==> config.mk <==
export PLATFORM = sky130hd
export DESIGN_NAME = mem_seq
export DESIGN_NICKNAME = d
export VERILOG_FILES = /design/src/rtl/mem_seq.sv
export SDC_FILE = /design/constraint.sdc
export NUM_CORES = 1
export LEC_CHECK = 0
export ABC_AREA = 1
export BUFFER_PORTS_ARGS = -buffer_cell sky130_fd_sc_hd__buf_4
export CAP_MARGIN = 40
export CORE_AREA = 2 2 112 114
export DETAILED_ROUTE_END_ITERATION = 6
export DIE_AREA = 0 0 114 116
export PLACE_DENSITY = 0.77
export SYNTH_ARGS = -nofsm -noshare
export SYNTH_HDL_FRONTEND = slang
export SYNTH_SLANG_ARGS = --single-unit
export TNS_END_PERCENT = 100
==> constraint.sdc <==
create_clock -name clk -period 2.4 [get_ports clk]
set_clock_uncertainty 0.15 [all_clocks]
set_input_delay 0.48 -clock clk [delete_from_list [all_inputs] [get_ports clk]]
set_output_delay 0.48 -clock clk [all_outputs]
set_load 0.01 [all_outputs]
==> src/rtl/mem_seq.sv <==
// mem_seq -- byte-serial memory sequencer shared by an instruction-fetch
// port and a load/store port, driving an 8-bit synchronous-read RAM.
//
// Each accepted request is split into 1, 2 or 4 single-byte RAM accesses on
// consecutive addresses (wrapping modulo 2^32).  Reads are reassembled
// little-endian into rdata.  Completion is signalled by a one-cycle
// if_done or mem_done pulse.
//
// Ports:
//   clk, rst        clock, asynchronous active-high reset
//   if_req/if_addr  4-byte instruction fetch request and byte address
//   mem_req         00 none, 01 load, 10 store, 11 ignored
//   mem_addr        load/store byte address
//   mem_size        00 1 byte, 01 2 bytes, 10/11 4 bytes
//   mem_wdata       store data, byte i = bits [8i+7:8i]
//   if_done         completion pulse for the fetch port
//   mem_done        completion pulse for the load/store port
//   rdata           read data, valid only during a done pulse
//   busy            high whenever the sequencer is not idle
//   ram_din         RAM read byte, valid one cycle after its address
//   ram_addr        RAM byte address
//   ram_dout        RAM write byte
//   ram_rw          RAM direction, 0 read, 1 write
//
// Build option: define MEM_SEQ_FAIR_EN to replace the fixed MEM-over-IF
// tie-break with round-robin (the requester not granted last wins a tie).
module mem_seq (
   input  logic        clk,
   input  logic        rst,
   input  logic        if_req,
   input  logic [31:0] if_addr,
   input  logic [1:0]  mem_req,
   input  logic [31:0] mem_addr,
   input  logic [1:0]  mem_size,
   input  logic [31:0] mem_wdata,
   input  logic [7:0]  ram_din,
   output logic        if_done,
   output logic        mem_done,
   output logic [31:0] rdata,
   output logic        busy,
   output logic [31:0] ram_addr,
   output logic [7:0]  ram_dout,
   output logic        ram_rw
);

   typedef enum logic [1:0] {IDLE, RD, WR, DONE} state_t;

   state_t      state_q, state_d;
   logic [2:0]  cnt_q, cnt_d;      // cycle index inside RD/WR
   logic [2:0]  len_q, len_d;      // byte count of the transfer
   logic        gnt_if_q, gnt_if_d;
   logic        wr_q, wr_d;
   logic [31:0] base_q, base_d;
   logic [31:0] data_q, data_d;    // write data, or read assembly buffer

   logic        mem_vld;
   logic        pick_mem;
   logic [1:0]  cap_idx;

   function automatic logic [2:0] size_len(input logic [1:0] size);
      case (size)
         2'b00:   size_len = 3'd1;
         2'b01:   size_len = 3'd2;
         default: size_len = 3'd4;
      endcase
   endfunction

   assign mem_vld = (mem_req == 2'b01) || (mem_req == 2'b10);

`ifdef MEM_SEQ_FAIR_EN
   logic last_if_q, last_if_d;

   // On a tie, MEM wins only if IF was the last one granted.
   assign pick_mem = mem_vld && (!if_req || last_if_q);

   always_ff @(posedge clk or posedge rst) begin
      if (rst) last_if_q <= 1'b1;
      else     last_if_q <= last_if_d;
   end

   always_comb begin
      last_if_d = last_if_q;
      if (state_q == IDLE && (mem_vld || if_req)) last_if_d = !pick_mem;
   end
`else
   assign pick_mem = mem_vld;
`endif

   // Byte captured in cycle cnt belongs to the address issued at cnt-1;
   // at cnt=4 the 2-bit wrap yields index 3.
   assign cap_idx = cnt_q[1:0] - 2'd1;

   always_comb begin
      state_d  = state_q;
      cnt_d    = cnt_q;
      len_d    = len_q;
      gnt_if_d = gnt_if_q;
      wr_d     = wr_q;
      base_d   = base_q;
      data_d   = data_q;
      if_done  = 1'b0;
      mem_done = 1'b0;
      rdata    = 32'd0;
      busy     = 1'b0;
      ram_addr = 32'd0;
      ram_dout = 8'd0;
      ram_rw   = 1'b0;

      case (state_q)
         IDLE: begin
            if (mem_vld || if_req) begin
               cnt_d    = 3'd0;
               gnt_if_d = !pick_mem;
               if (pick_mem) begin
                  base_d  = mem_addr;
                  len_d   = size_len(mem_size);
                  wr_d    = (mem_req == 2'b10);
                  data_d  = (mem_req == 2'b10) ? mem_wdata : 32'd0;
                  state_d = (mem_req == 2'b10) ? WR : RD;
               end else begin
                  base_d  = if_addr;
                  len_d   = 3'd4;
                  wr_d    = 1'b0;
                  data_d  = 32'd0;
                  state_d = RD;
               end
            end
         end

         RD: begin
            busy = 1'b1;
            if (cnt_q < len_q) ram_addr = base_q + {29'd0, cnt_q};
            if (cnt_q != 3'd0) data_d[{cap_idx, 3'b000} +: 8] = ram_din;
            if (cnt_q == len_q) state_d = DONE;
            else                cnt_d   = cnt_q + 3'd1;
         end

         WR: begin
            busy     = 1'b1;
            ram_rw   = 1'b1;
            ram_addr = base_q + {29'd0, cnt_q};
            ram_dout = data_q[{cnt_q[1:0], 3'b000} +: 8];
            if (cnt_q == len_q - 3'd1) state_d = DONE;
            else                       cnt_d   = cnt_q + 3'd1;
         end

         DONE: begin
            busy     = 1'b1;
            if_done  = gnt_if_q;
            mem_done = !gnt_if_q;
            rdata    = wr_q ? 32'd0 : data_q;
            state_d  = IDLE;
         end

         default: state_d = IDLE;
      endcase
   end

   always_ff @(posedge clk or posedge rst) begin
      if (rst) begin
         state_q  <= IDLE;
         cnt_q    <= 3'd0;
         len_q    <= 3'd0;
         gnt_if_q <= 1'b0;
         wr_q     <= 1'b0;
      end else begin
         state_q  <= state_d;
         cnt_q    <= cnt_d;
         len_q    <= len_d;
         gnt_if_q <= gnt_if_d;
         wr_q     <= wr_d;
      end
   end

   // Datapath registers: every use is gated by the state, so no reset needed.
   always_ff @(posedge clk) begin
      base_q <= base_d;
      data_q <= data_d;
   end

endmodule

## Word level (Yosys, flattened, before mapping)

Cells that the tools add are included.

- $add $sub $neg: 5
- $mul: 0
- Div/mod/pow operators: 0
- Magnitude comparators: 1
- Equality and inequality tests: 14
- Shifts and indexed selects: 3
- Mux-type cells: 29
- Bitwise operators: 0
- Reductions and logical operators: 14

Operators with widths:

| cell | number |
|---|---|
| 2-to-1 mux 32 bit | 8 |
| one-hot mux 32 bit (2 select lines) | 2 |
| adder 32 x 3 -> 32 bit | 1 |
| bitwise mux 32 bit | 1 |
| variable shift 8 x 7 -> 32 bit (first input constant) | 1 |
| variable part select 32 x 6 -> 8 bit | 1 |
| variable part select 8 x 7 -> 32 bit | 1 |
| 2-to-1 mux 3 bit | 4 |
| != test 2 bit (second input constant) | 6 |
| 2-to-1 mux 2 bit | 5 |
| one-hot mux 3 bit (3 select lines) | 1 |
| 2-to-1 mux 8 bit | 1 |
| one-hot mux 2 bit (4 select lines) | 1 |
| negator 5 -> 7 bit | 1 |
| equality test 2 x 1 -> 1 bit (second input constant) | 3 |
| equality test 2 bit (second input constant) | 3 |
| equality test 3 bit | 2 |
| one-hot mux 3 bit (2 select lines) | 1 |
| AND reduction 3 bit | 2 |
| nonzero test 3 bit | 2 |
| 2-to-1 mux 1 bit | 5 |
| logical NOT 2 bit | 2 |
| AND reduction 4 bit | 1 |
| adder 3 x 1 -> 3 bit (second input constant) | 1 |
| 8 further kinds | 10 |

- Register bits after elaboration: 74
- Latch bits: 0
- Bits in writable memories: 0
- Bits in read-only memories: 0
- Output and inout port bits: 76
- Logic and storage cells: 73
- Memories kept: 0

## Longest topological paths before layout

- Word-level depth: 6
- Mapped depth: 12
- Gate-level depth less buffers: 11

## Least setup slack after synthesis

No wires, ideal clock.

- Path type: input to register
- From: input mem_req[0]
- To: register len_q[2]
- Setup time: 120 ps
- Arrival time: 2342 ps
- Path slack: -212 ps
- Cell stages on the path: 6
- Cells stage by stage: inv_1 -> ha_1 -> buf_2 -> a21oi_2 -> nand2_1 -> o21a_1

- Cells in the longest elaborated chain, start to end: 4
- Elaborated cells on any way between the ends: 6
- Those cells by class: 2 x eq/ne; 1 x mux; 3 x reduce/logical

RTL lines:

| what | RTL line | text |
|---|---|---|
| start: declaration | 32 | `input logic [1:0] mem_req,` |
| equality test 2 x 1 -> 1 bit / equality test 2 bit (equally long branches) | 68 | `assign mem_vld = (mem_req == 2'b01) \|\| (mem_req == 2'b10);` |
| logical OR 1 bit (*) | 68 |  |
| logical OR 1 bit | 111 | `if (mem_vld \|\| if_req) begin` |
| AND reduction 2 bit (no source line) | - |  |
| end signal: assignment | 169 | `len_q <= len_d;` |
| end: declaration | 50 | `logic [2:0] len_q, len_d;` |

Every way passes the cells marked *; elsewhere a longest branch is shown, timed or not.
A chain may end at the register's enable or synchronous reset.

## Worst setup path in the final report

- From: register cnt_q[0]
- To: output ram_addr[12]

- Cells in the longest elaborated chain, start to end: 3
- Elaborated cells on any way between the ends: 4
- Those cells by class: 1 x add/sub; 1 x order compare; 2 x mux

RTL lines:

| what | RTL line | text |
|---|---|---|
| start: declaration | 49 | `logic [2:0] cnt_q, cnt_d;` |
| start signal: assignment | 168 | `cnt_q <= cnt_d;` |
| adder 32 x 3 -> 32 bit / less-than comparator 3 bit (equally long branches) | 132, 141 |  |
| 2-to-1 mux 32 bit | 132 | `if (cnt_q < len_q) ram_addr = base_q + {29'd0, cnt_q};` |
| one-hot mux 32 bit (2 select lines) (*) | 109 | `case (state_q)` |
| end: declaration | 41 | `output logic [31:0] ram_addr,` |

Marks and branches as above.

==> results.yml <==
logic_synthesis:
  synth_cell_types: 39
  ys_ff_latch: 74
  syn_inst: 787
  syn_nets: 918
  synth.top_cells.by_count: "nand2_1 (232), nor2_1 (122), inv_1 (101), edfxtp_1 (64), nand3_1 (64)"
  synth_area_leader_cell: "edfxtp_1"
  synth_edf_count: 64
  synthTopCellsByArea: "edfxtp_1 (35%), nand2_1 (16%), nor2_1 (8.3%), inv_1 (6.9%), nand3_1 (5.8%)"
  synth_most_common_cell: "nand2_1"
  synth_top_area_share_pct: 34.9
  synthFlopType: "edfxtp_1"
  async_flop_share_pct: 13.5
  yosysWarnings: 0
  yosysSeqAreaShare_pct: 39.5
  synth_area_sq_mm: 0.00550
  postSynthAreaPerCell_sq_um: 6.99
drt:
  wl_met1_um: 7380
  via_per_inst: 5.24
  first_iter_violations: 499
  vias: 6063
  post-route-drc-count: 0
  top_layer: "met4"
  drt-total-wl_um: 17900
  avgRoutedWirePerCell_um: 15.5
  wl_met2_um: 8720
  wl_met3_um: 1400
  ant_nets: 0
  drt_pass1_iterations: 5
sta:
  slew_viol_final: 0
  setup_viol_count_final: 33
  slew_headroom_pct: 68.7
  rsz0062_at_grt: "yes"
  tightestPinTransition_ns: 0.466
  hold_viol: 0
  timing.final.crit_share_pct: 112
  holdWs_ns: 0.191
  clock.fmax_mhz: 373
  fin_ws_ns: -0.280
  finalCriticalPeriod_ns: 2.68
  setup_tns_ns: -7.08
worst_setup_path:
  cp-end-kind: "primary output"
  reg2reg_depth: 7
  arrival_ns: 2.05
  worstSetupEndpoint: "ram_addr[12]"
  startpoint_type: "register"
  worstSetupStartpoint: "cnt_q[0]"
  cp_data_required_time_ns: 1.77
  r2r_slack_ns: 0.13
  critical_path_class: "register to primary output"
  path_max_fanout: 5
  r2r_end: "data_q[11]"
  r2r_start: "cnt_q[0]"
cells_and_area:
  fillers: 994
  drive_gt1_share_pct: 33.4
  nets: 1136
  seqCellArea_sq_mm: 0.00217
  multi_input_area_sq_mm: 0.00312
  stdcell_area_sq_mm: 0.00805
  diodes: 0
  syn_to_final_growth_pct: 46.4
  instances_no_fill: 1157
clock_network:
  cts.sinks: 74
  cts_root_buf: "clkbuf_16"
  ctsHtreeMaxLevel: 3
  cts.path.max_buffers: 2
  cts_tree: "yes"
  numCtsBuffers: 9
  clk_pin_slew_ns: 0.06
  worst_skew_pair.late_latency_ns: 0.33
power_and_ir_drop:
  total_power_uw: 8940
  ir_worst_vdd_v: 0.000633
  power_leakage_uw: 0.00383
  powerDensity_mw_per_mm2: 1110
floorplanning:
  ios: 187
  start_util_pct: 46.2
  die_h_um: 116
  die_area_sq_mm: 0.0132
  row_count: 40
  die_w_um: 114
  core_sq_mm: 0.0119
global_route:
  grt_pass1_wl_um: 27600
  first_global_vias: 5617
  grt_start_max_net_pins: 45
  track_usage_pct: 26.7
  grt-ovfl-total: 0
  grt_antenna_before_repair: 0
place:
  dp.cells: 1130
  globalplace.congestion: 0.933
  postPlaceCellArea_sq_mm: 0.00728
  portBuffers: 186
  dpl.hpwl_um: 13500
worst_hold_path:
  hp-class: "primary input to register"
run_status:
  status: "complete, but fails checks"
  violations: "negative setup slack"
job:
  cap_violations: 0
==> repair_timing <==
item,4_1_cts,5_1_grt
hold buffers,1,0
hold endpoints to repair,3,0
setup buffers,5,4
cloned,2,0
endpoints found under the setup margin,40,39
pin swaps,9,25
gates resized for setup,39,68
==> flip-flops by register name, summed over array words and instances (netlist names) <==
name and flops:
base_q 32, data_q 32, cnt_q 3, len_q 3, state_q 2, gnt_if_q 1
wr_q 1
==> metrics by stage <==
stage               util [%]  setup WS [ns]
finish                  67.6         -0.280
global route            67.6         -0.379
CTS                     65.5         -0.261
detailed placement      61.1       -0.00603
global placement        61.1         0.0117
floorplan                  -        -0.0226
==> metal layers <==
metal	GRT usage (%)	vias to the layer above
met5	0	-
met4	8.46	0
met3	4.71	29
met2	44.9	306
met1	35.3	2750
li1	-	2978
==> how the worst min path moves through the flow <==
stage | slack, ns | depth (start not counted) | from | to
floorplan | 0.17 | 1 | rst | cnt_q[0]
finish | 0.19 | 2 | mem_size[0] | len_q[0]
global placement | 0.36 | 2 | rst | gnt_if_q
global route | 0.19 | 2 | mem_size[0] | len_q[0]
CTS | 0.18 | 2 | mem_size[0] | len_q[0]
detailed placement | 0.36 | 2 | rst | gnt_if_q
==> layout by cell type, fill, tap and decap left out, types with 5 or more instances in the layout <==
master	n
buf_6	12
clkbuf_16	9
nand3_2	7
nand2_1	213
edfxtp_1	64
nand2_2	19
nand2_4	5
a21oi_2	7
a21oi_1	28
inv_1	100
o21ai_1	11
o31ai_1	16
dfrtp_1	9
nor2_4	16
nor2_1	110
buf_4	216
nand4_1	7
ha_1	15
nor2_2	10
nand3_1	58
o21ai_0	24
==> final cells by class <==
cell class | count | area share, %
Clock buffer | 9 | 2.80
Timing Repair inverter | 1 | 0.0933
Tap cell | 147 | 2.29
Sequential cell | 74 | 27.0
Multi-Input combinational cell | 579 | 38.7
Timing Repair Buffer | 233 | 22.9
Clock inverter | 7 | 1.04
Inverter | 107 | 5.11
==> critical path, cell delays in order, from the launching register on <==
cell and delay [ns]:
dfrtp_1 0.39, ha_2 0.20, fa_2 0.37, nand3_2 0.10
nand2_4 0.10, nand2_2 0.08, inv_1 0.05, nand3_1 0.10
nand2_2 0.08, a21oi_2 0.11, buf_4 0.13
==> where the power goes <==
part           switching, uW  internal (uW)
combinational           2990           2060
sequential               358           2140
clock                    569            825
total                   3910           5020
==> cells by family after synthesis <==
kind of cell | synth area share, %
compound gates | 9.53
simple gates | 36.0
flops | 39.5
fa+ha+maj | 4.69
buf+inv | 9.76
xor+xnor | 0.478
Note: power is estimated with default switching activity, not from simulation.
